[config.mk]
export PLATFORM = sky130hd
export DESIGN_NAME = button_conditioner
export DESIGN_NICKNAME = d
export VERILOG_FILES = /design/src/rtl/button_conditioner_pkg.sv /design/src/rtl/debounce_channel.sv /design/src/rtl/button_conditioner.sv
export SDC_FILE = /design/constraint.sdc
export NUM_CORES = 1
export LEC_CHECK = 0
export BUFFER_PORTS_ARGS = -buffer_cell sky130_fd_sc_hd__buf_2
export CAP_MARGIN = 5
export CORE_ASPECT_RATIO = 0.9
export CORE_MARGIN = 2
export CORE_UTILIZATION = 45
export DETAILED_ROUTE_END_ITERATION = 8
export GPL_TIMING_DRIVEN = 0
export HOLD_SLACK_MARGIN = 0.08
export PLACE_DENSITY = 0.74
export SETUP_SLACK_MARGIN = 0.15
export SLEW_MARGIN = 20
export SYNTH_ARGS = -nofsm -noshare
export SYNTH_HDL_FRONTEND = slang
export SYNTH_HIERARCHICAL = 1
export SYNTH_SLANG_ARGS = --single-unit
[constraint.sdc]
create_clock -name clk -period 1.5 [get_ports clk]
set_input_delay 0.15 -clock clk [delete_from_list [all_inputs] [get_ports clk]]
set_output_delay 0.15 -clock clk [all_outputs]
set_load 0.03 [all_outputs]
[src/rtl/button_conditioner_pkg.sv]
// Shared FSM encoding and debounce constants for the button conditioner.
package button_conditioner_pkg;

    typedef enum logic [1:0] {
        ST_IDLE         = 2'd0,
        ST_PRESS_WAIT   = 2'd1,
        ST_HELD         = 2'd2,
        ST_RELEASE_WAIT = 2'd3
    } btn_state_e;

    localparam int STABLE_TICKS_SIM   = 4;
    localparam int STABLE_TICKS_BOARD = 1_000_000;

    // Stability counter width: max(1, clog2(ticks)).
    function automatic int cnt_width(input int ticks);
        return (ticks <= 2) ? 1 : $clog2(ticks);
    endfunction

endpackage

[src/rtl/debounce_channel.sv]
// Debouncer for one button: 2-flop synchroniser feeding a four-state qualify FSM.
// Latency: press/level rise (or level falls) STABLE_TICKS+3 edges after a clean raw change.
// Backpressure: none; press is a one-cycle pulse, dropped when press_en is low on acceptance.
module debounce_channel
    import button_conditioner_pkg::*;
#(
    parameter int STABLE_TICKS = STABLE_TICKS_SIM
) (
    input  logic clk,
    input  logic rst,
    input  logic raw,
    input  logic press_en,
    output logic level,
    output logic press
);

    localparam int              CNT_W    = cnt_width(STABLE_TICKS);
    localparam logic [CNT_W-1:0] CNT_LAST = CNT_W'(STABLE_TICKS - 1);

    logic             sync1_q, sync1_d;
    logic             sync2_q, sync2_d;
    btn_state_e       state_q, state_d;
    logic [CNT_W-1:0] cnt_q,   cnt_d;
    logic             level_q, level_d;
    logic             press_q, press_d;

    always_comb begin
        sync1_d = raw;
        sync2_d = sync1_q;
        state_d = state_q;
        cnt_d   = cnt_q;
        press_d = 1'b0;

        // Only sync2_q is safe to use: sync1_q may still be metastable.
        case (state_q)
            ST_IDLE: begin
                if (sync2_q) begin
                    state_d = ST_PRESS_WAIT;
                    cnt_d   = '0;
                end
            end
            ST_PRESS_WAIT: begin
                if (!sync2_q) begin
                    state_d = ST_IDLE;
                end else if (cnt_q == CNT_LAST) begin
                    state_d = ST_HELD;
                    press_d = press_en;
                end else begin
                    cnt_d = cnt_q + CNT_W'(1);
                end
            end
            ST_HELD: begin
                if (!sync2_q) begin
                    state_d = ST_RELEASE_WAIT;
                    cnt_d   = '0;
                end
            end
            ST_RELEASE_WAIT: begin
                if (sync2_q) begin
                    state_d = ST_HELD;
                end else if (cnt_q == CNT_LAST) begin
                    state_d = ST_IDLE;
                end else begin
                    cnt_d = cnt_q + CNT_W'(1);
                end
            end
            default: state_d = ST_IDLE;
        endcase

        level_d = (state_d == ST_HELD) || (state_d == ST_RELEASE_WAIT);
    end

    always_ff @(posedge clk) begin
        if (rst) begin
            sync1_q <= 1'b0;
            sync2_q <= 1'b0;
            state_q <= ST_IDLE;
            cnt_q   <= '0;
            level_q <= 1'b0;
            press_q <= 1'b0;
        end else begin
            sync1_q <= sync1_d;
            sync2_q <= sync2_d;
            state_q <= state_d;
            cnt_q   <= cnt_d;
            level_q <= level_d;
            press_q <= press_d;
        end
    end

    assign level = level_q;
    assign press = press_q;

endmodule

[src/rtl/button_conditioner.sv]
// Multi-channel button debouncer; one independent debounce_channel per button.
// Latency: STABLE_TICKS+3 edges from a clean raw change to level/press.
// Backpressure: none; press pulses are suppressed (not deferred) while enable is low.
module button_conditioner
    import button_conditioner_pkg::*;
#(
    parameter int CHANNELS     = 3,
    parameter int STABLE_TICKS = STABLE_TICKS_SIM
) (
    input  logic                clk,
    input  logic                rst,
    input  logic [CHANNELS-1:0] raw_buttons,
    input  logic                enable,
    output logic [CHANNELS-1:0] level,
    output logic [CHANNELS-1:0] press
);

    for (genvar i = 0; i < CHANNELS; i++) begin : g_ch
        debounce_channel #(
            .STABLE_TICKS(STABLE_TICKS)
        ) u_ch (
            .clk      (clk),
            .rst      (rst),
            .raw      (raw_buttons[i]),
            .press_en (enable),
            .level    (level[i]),
            .press    (press[i])
        );
    end

endmodule

# Word level (Yosys, flattened, before mapping)
# Index checks and enable logic that the tools add are counted.
# Widths: inputs -> output; s select.
# totals
regBits	24
input_bits	6
elab_cells	111
out_inout_bits	6
# classes
muxes	39
addsub	3
bitwise_logic	9
n_reduce_logical	12
eq_ne	30
# ops
operator	n
$mux 2	33
$pmux 2 s4	6
$eq 2x2->1 const B	15
$ne 2x1->1 const B	6
$ne 2x2->1 const B	6
$reduce_and 4->1	3
$reduce_or 4->1	3
$not 1->1	9
$add 2x1->2 const B	3
$eq 2x1->1 const B	3
$logic_not 2->1	3
$logic_or 1x1->1	3

# Depth between registers and ports, before layout
# depth
word_depth	6
mapped_depth	4
ltp_nobuf	4

# Cells and area by module
# Netlist, hierarchy kept.
# modules_own_cells
module	instances	area_per_inst_um2	seq_area_each_um2	cells_per_inst
debounce_channel	3	275.3	140.1	26

# Worst setup path after synthesis
# No wires, ideal clock.
# synth_path
kind	register -> register
start	register g_ch[0].u_ch.state_q[1]
end	register g_ch[0].u_ch.cnt_q[0]
arrival_ns	1.302
synth_period_minus_slack_ns	1.372
setup_slack_ns	0.128
path_buffers	0
required_ns	1.430
setup_time_ns	0.070
path_stages_with_launch	4
cell_sequence	dfxtp_1 > xnor2_1 > or4b_1 > a21oi_1
# synth_between
elab_chain_len	3
elab_cells_between_ends	10
classes_between	eq/ne: 7; mux: 1; reduce/logical: 2
# synth_rtl
item	line	text
start, declared	debounce_channel.sv:22	btn_state_e state_q, state_d;
start signal, assigned	debounce_channel.sv:84	state_q <= state_d;
$eq 2x2->1, or another cell as far along	debounce_channel.sv:35	case (state_q)
$ne 2x2->1 (no source line) / $ne 2x1->1 (equally long branches)	n/a	
$reduce_and 4->1 (no source line)	n/a	
end signal, assigned	debounce_channel.sv:85	cnt_q <= cnt_d;
end, declared	debounce_channel.sv:23	logic [CNT_W-1:0] cnt_q, cnt_d;
# Several ways; a longest one is shown, not always the timed one.
# A chain may end at the register's enable or synchronous reset.

# Worst setup path in the final report
# layout_path
start	register g_ch[1].u_ch.cnt_q[0]
end	register g_ch[1].u_ch.cnt_q[0]
# layout_between
elab_chain_len	4
elab_cells_between_ends	6
classes_between	add/sub: 1; eq/ne: 1; mux: 4
# layout_rtl
item	line
start, declared	debounce_channel.sv:23
start signal, assigned	debounce_channel.sv:85
$add 2x1->2 / $eq 2x2->1 (equally long branches)	n/a
$mux 2 (*)	debounce_channel.sv:45, debounce_channel.sv:61
$mux 2, on equally long branches	debounce_channel.sv:59, debounce_channel.sv:43
$pmux 2 s4 (*)	debounce_channel.sv:35
# Mark *: on every way between the ends. The rest lies on a longest branch, timed or not. The select of a mux whose other input is x is not followed.

==> summary.md <==
| Metric | Value |
|---|---|
| Status | `finished clean` |
| Total congestion overflow | `0` |
| RSZ-0062 raised after global routing | `false` |
| # diodes | `0` |
| Fin area | `976 um2` |
| Clk Latency, worst-skew pair | `300 ps` |
| Htree depth | `1` |
| First-pass GRT wire length | `2380 um` |
| Comb pwr share | `4.1%` |
| Worst Path Required | `1740 ps` |
| Peak VDD IR | `0.631 mV` |
| # clock sinks | `21` |
| DR iter-0 viols | `4` |
| Crit share post-route | `86.7%` |
| HP Class | `in2reg` |
| Wire length per cell | `11.2 um` |
| Clock share of power | `30.3%` |
| NetSw | `0.191 mW` |
| Port-buffer cells | `11` |
| Seq pwr share | `65.6%` |
| Crit end category | `flip-flop` |
| Ports | `12` |
| TritonRoute pass-1 iters | `4` |
| Gr usage total | `14.8%` |
| Syn-to-layout area delta | `18.2%` |
| Max-slew violation count | `0` |
| Yosys warns | `6` |
| Final nets | `109` |
| Placed cell area | `915 um2` |
| Worst path arrival time | `1540 ps` |
| Synthesized area | `826 um2` |
| Least-Margin Pin Slew | `369 ps` |
| Relative slew slack | `75.2%` |
| Mapped Avg Cell Area | `10.6 um2` |
| CORE AREA | `1700 um2` |
| Worst slack, placed | `202 ps` |
| Syn Nets | `90` |
| Final HPWL DP | `906 um` |
| Power Internal | `0.686 mW` |
| Die Y | `44.6 um` |
| Clock skew | `6.29 ps` |
| Sequential fraction of the synthesis area | `50.9%` |
| Critical path class | `reg2reg` |
| Worst r2r path cells | `3` |
| Hold EP | `g_ch[1].u_ch/press` |
| Final setup viols | `0` |
| Share of the synthesized area in the top cell type | `50.9%` |
| Detail Route Antenna Nets | `0` |
| Hold Fails Final Rpt | `0` |
| Final Hold Slack | `94.9 ps` |
| Sw Share | `21.8%` |
| Pleak | `0.401 nW` |
| CP startpoint kind | `flip-flop` |
| Routability cong. | `0.724` |
| Netlist cell types | `15` |
| Cell row count | `14` |
| Tmin final | `1300 ps` |
| RR Endpoint | `g_ch[1].u_ch/cnt_q[0]` |
| Initial Util | `48.6%` |
| Die Width | `49.2 um` |
| Routed vias/inst | `5.02` |
| Worst-path fanout max | `4` |
| Number of max-cap violations | `0` |
| Setup TNS | `0 ps` |
| DRC Markers | `0` |
| TritonCTS clock tree | `done` |
| Clock buffer count from CTS | `3` |
| Hold Crit Depth | `3` |
| Share of layout cells above drive strength 1 | `24.0%` |
| Clock Pin Slew Worst Setup and Hold Paths | `120 ps` |
| Vias in the first global route | `573` |
| GRT met3 Usage | `6.08%` |
| Antenna violations before repair | `0` |
| Post-route setup slack | `200 ps` |
| R2r startpoint | `g_ch[1].u_ch/cnt_q[0]` |
| Synth area leader | `dfxtp_1` |
| Routed via count | `602` |
| Grt met1 use | `16.3%` |
| Ranking of synthesized cells by area | `dfxtp_1, ha_1, nor2b_1` |
| Gr busiest metal | `met2` |
| R2R Setup Slk | `200 ps` |
| Die area | `2190 um2` |
| FMAX | `769 MHz` |
| CTS Buffer Depth | `2` |
| # Post-CTS Setup Buffers | `0` |
| PD cells | `898 nW/um2` |
| Pin count of the biggest net entering global routing | `22` |
| Root Driver | `clkbuf_4` |
| Number of synthesized register bits | `21` |
| Cells after Synth | `78` |
| Grt met2 use | `25.4%` |
| Final wirelength | `1350 um` |
| HP Start | `enable` |
-- power groups by stage --
stage	sequential [mW]	clock (mW)	combinational, mW
floorplan	0.586	0	0.0134
global placement	0.587	0	0.0293
CTS	0.575	0.282	0.0360
detailed placement	0.587	0	0.0301
global route	0.577	0.304	0.0399
finish	0.575	0.265	0.0362
-- cell families after synthesis --
| kind of cell | after synthesis | synth area share [%] |
|---|---|---|
| xor gates and xnor gates | 3 | 3.18 |
| DFF | 21 | 50.9 |
| and+or+nand+nor | 27 | 20.9 |
| AOI/OAI and AO/OA | 21 | 15.9 |
| adders and majority gates | 6 | 9.09 |
-- layout by cell type (no fill, tap or decap), drive strengths merged --
cell type / netlist / final
dfxtp: 21 / 21
buf: 0 / 11
nor2b: 6 / 6
nand2: 6 / 6
o21ai: 6 / 6
a21oi: 6 / 6
ha: 6 / 6
clkbuf: 0 / 3
a21o: 3 / 3
a22oi: 3 / 3
nor2: 3 / 3
and2: 3 / 3
xnor2: 3 / 3
nand4bb: 3 / 3
nor4: 3 / 3
or4b: 3 / 3
a211oi: 3 / 3
dlygate4sd3: 0 / 3
clkinv: 0 / 1
-- per-layer routing --
layer / vias to the layer above / part of all wire (%) / wire length [um]
li1: 318 / - / -
met1: 268 / 50 / 677
met2: 14 / 44 / 598
met3: 2 / 4.1 / 55
met4: 0 / 0.97 / 13
met5: - / 0 / 0
-- critical path, stage by stage, from the launching register on --
cell	delay, ps
dfxtp_1	350
ha_1	240
or4b_1	500
a21oi_1	150
-- final cells by class --
type / instances / area, um2
Timing Repair Buffer: 14 / 85.1
Multi-Input combinational cell: 57 / 408
Clock buffer: 3 / 22.5
Clock inverter: 1 / 5.00
Fill cell: 154 / 723
Sequential cell: 21 / 425
Tap cell: 24 / 30.0
-- stage by stage --
step           utilization (%)  cells  power, mW
2_1_floorplan                -     78      0.599
3_3_place_gp              53.8    113      0.616
3_5_place_dp              53.8    113      0.618
4_1_cts                   57.2    120      0.893
5_1_grt                   57.4    120      0.921
6_report                  57.4    120      0.876
-- sequential cells by signal (all words and copies together) (netlist names) --
register           cells
g_ch.u_ch/sync1_q      3
g_ch.u_ch/sync2_q      3
g_ch.u_ch/state_q      6
g_ch.u_ch/cnt_q        6
g_ch.u_ch/press        3
-- worst max path at each step --
stage / from / end / slack (ps) / cells past startpoint
2_1_floorplan: g_ch[0].u_ch/state_q[1] / g_ch[0].u_ch/cnt_q[0] / 280 / 3
3_3_place_gp: g_ch[2].u_ch/cnt_q[0] / g_ch[2].u_ch/cnt_q[0] / 250 / 3
3_5_place_dp: g_ch[1].u_ch/cnt_q[0] / g_ch[1].u_ch/cnt_q[0] / 200 / 3
4_1_cts: g_ch[1].u_ch/cnt_q[0] / g_ch[1].u_ch/cnt_q[0] / 180 / 3
5_1_grt: g_ch[2].u_ch/cnt_q[0] / g_ch[2].u_ch/cnt_q[0] / 150 / 3
6_report: g_ch[1].u_ch/cnt_q[0] / g_ch[1].u_ch/cnt_q[0] / 200 / 3
-- timing repair --
action                                 4_1_cts  5_1_grt
endpoints found under the hold margin        3        0
resized for setup                            0        2
setup endpoints to repair                    0        2
hold buffers                                 3        0
-- synth_stat cells --
| cell type | n |
|---|---|
| nand4bb_1 | 3 |
| nor2_1 | 3 |
| nor2b_1 | 6 |
| ha_1 | 6 |
| or4b_1 | 3 |
| a211oi_1 | 3 |
| nand2_1 | 6 |
| dfxtp_1 | 21 |
| o21ai_0 | 6 |
| a22oi_1 | 3 |
| nor4_1 | 3 |
| a21oi_1 | 6 |
| and2_1 | 3 |
| a21o_2 | 3 |
| xnor2_1 | 3 |
(Power assumes the default switching activity.)
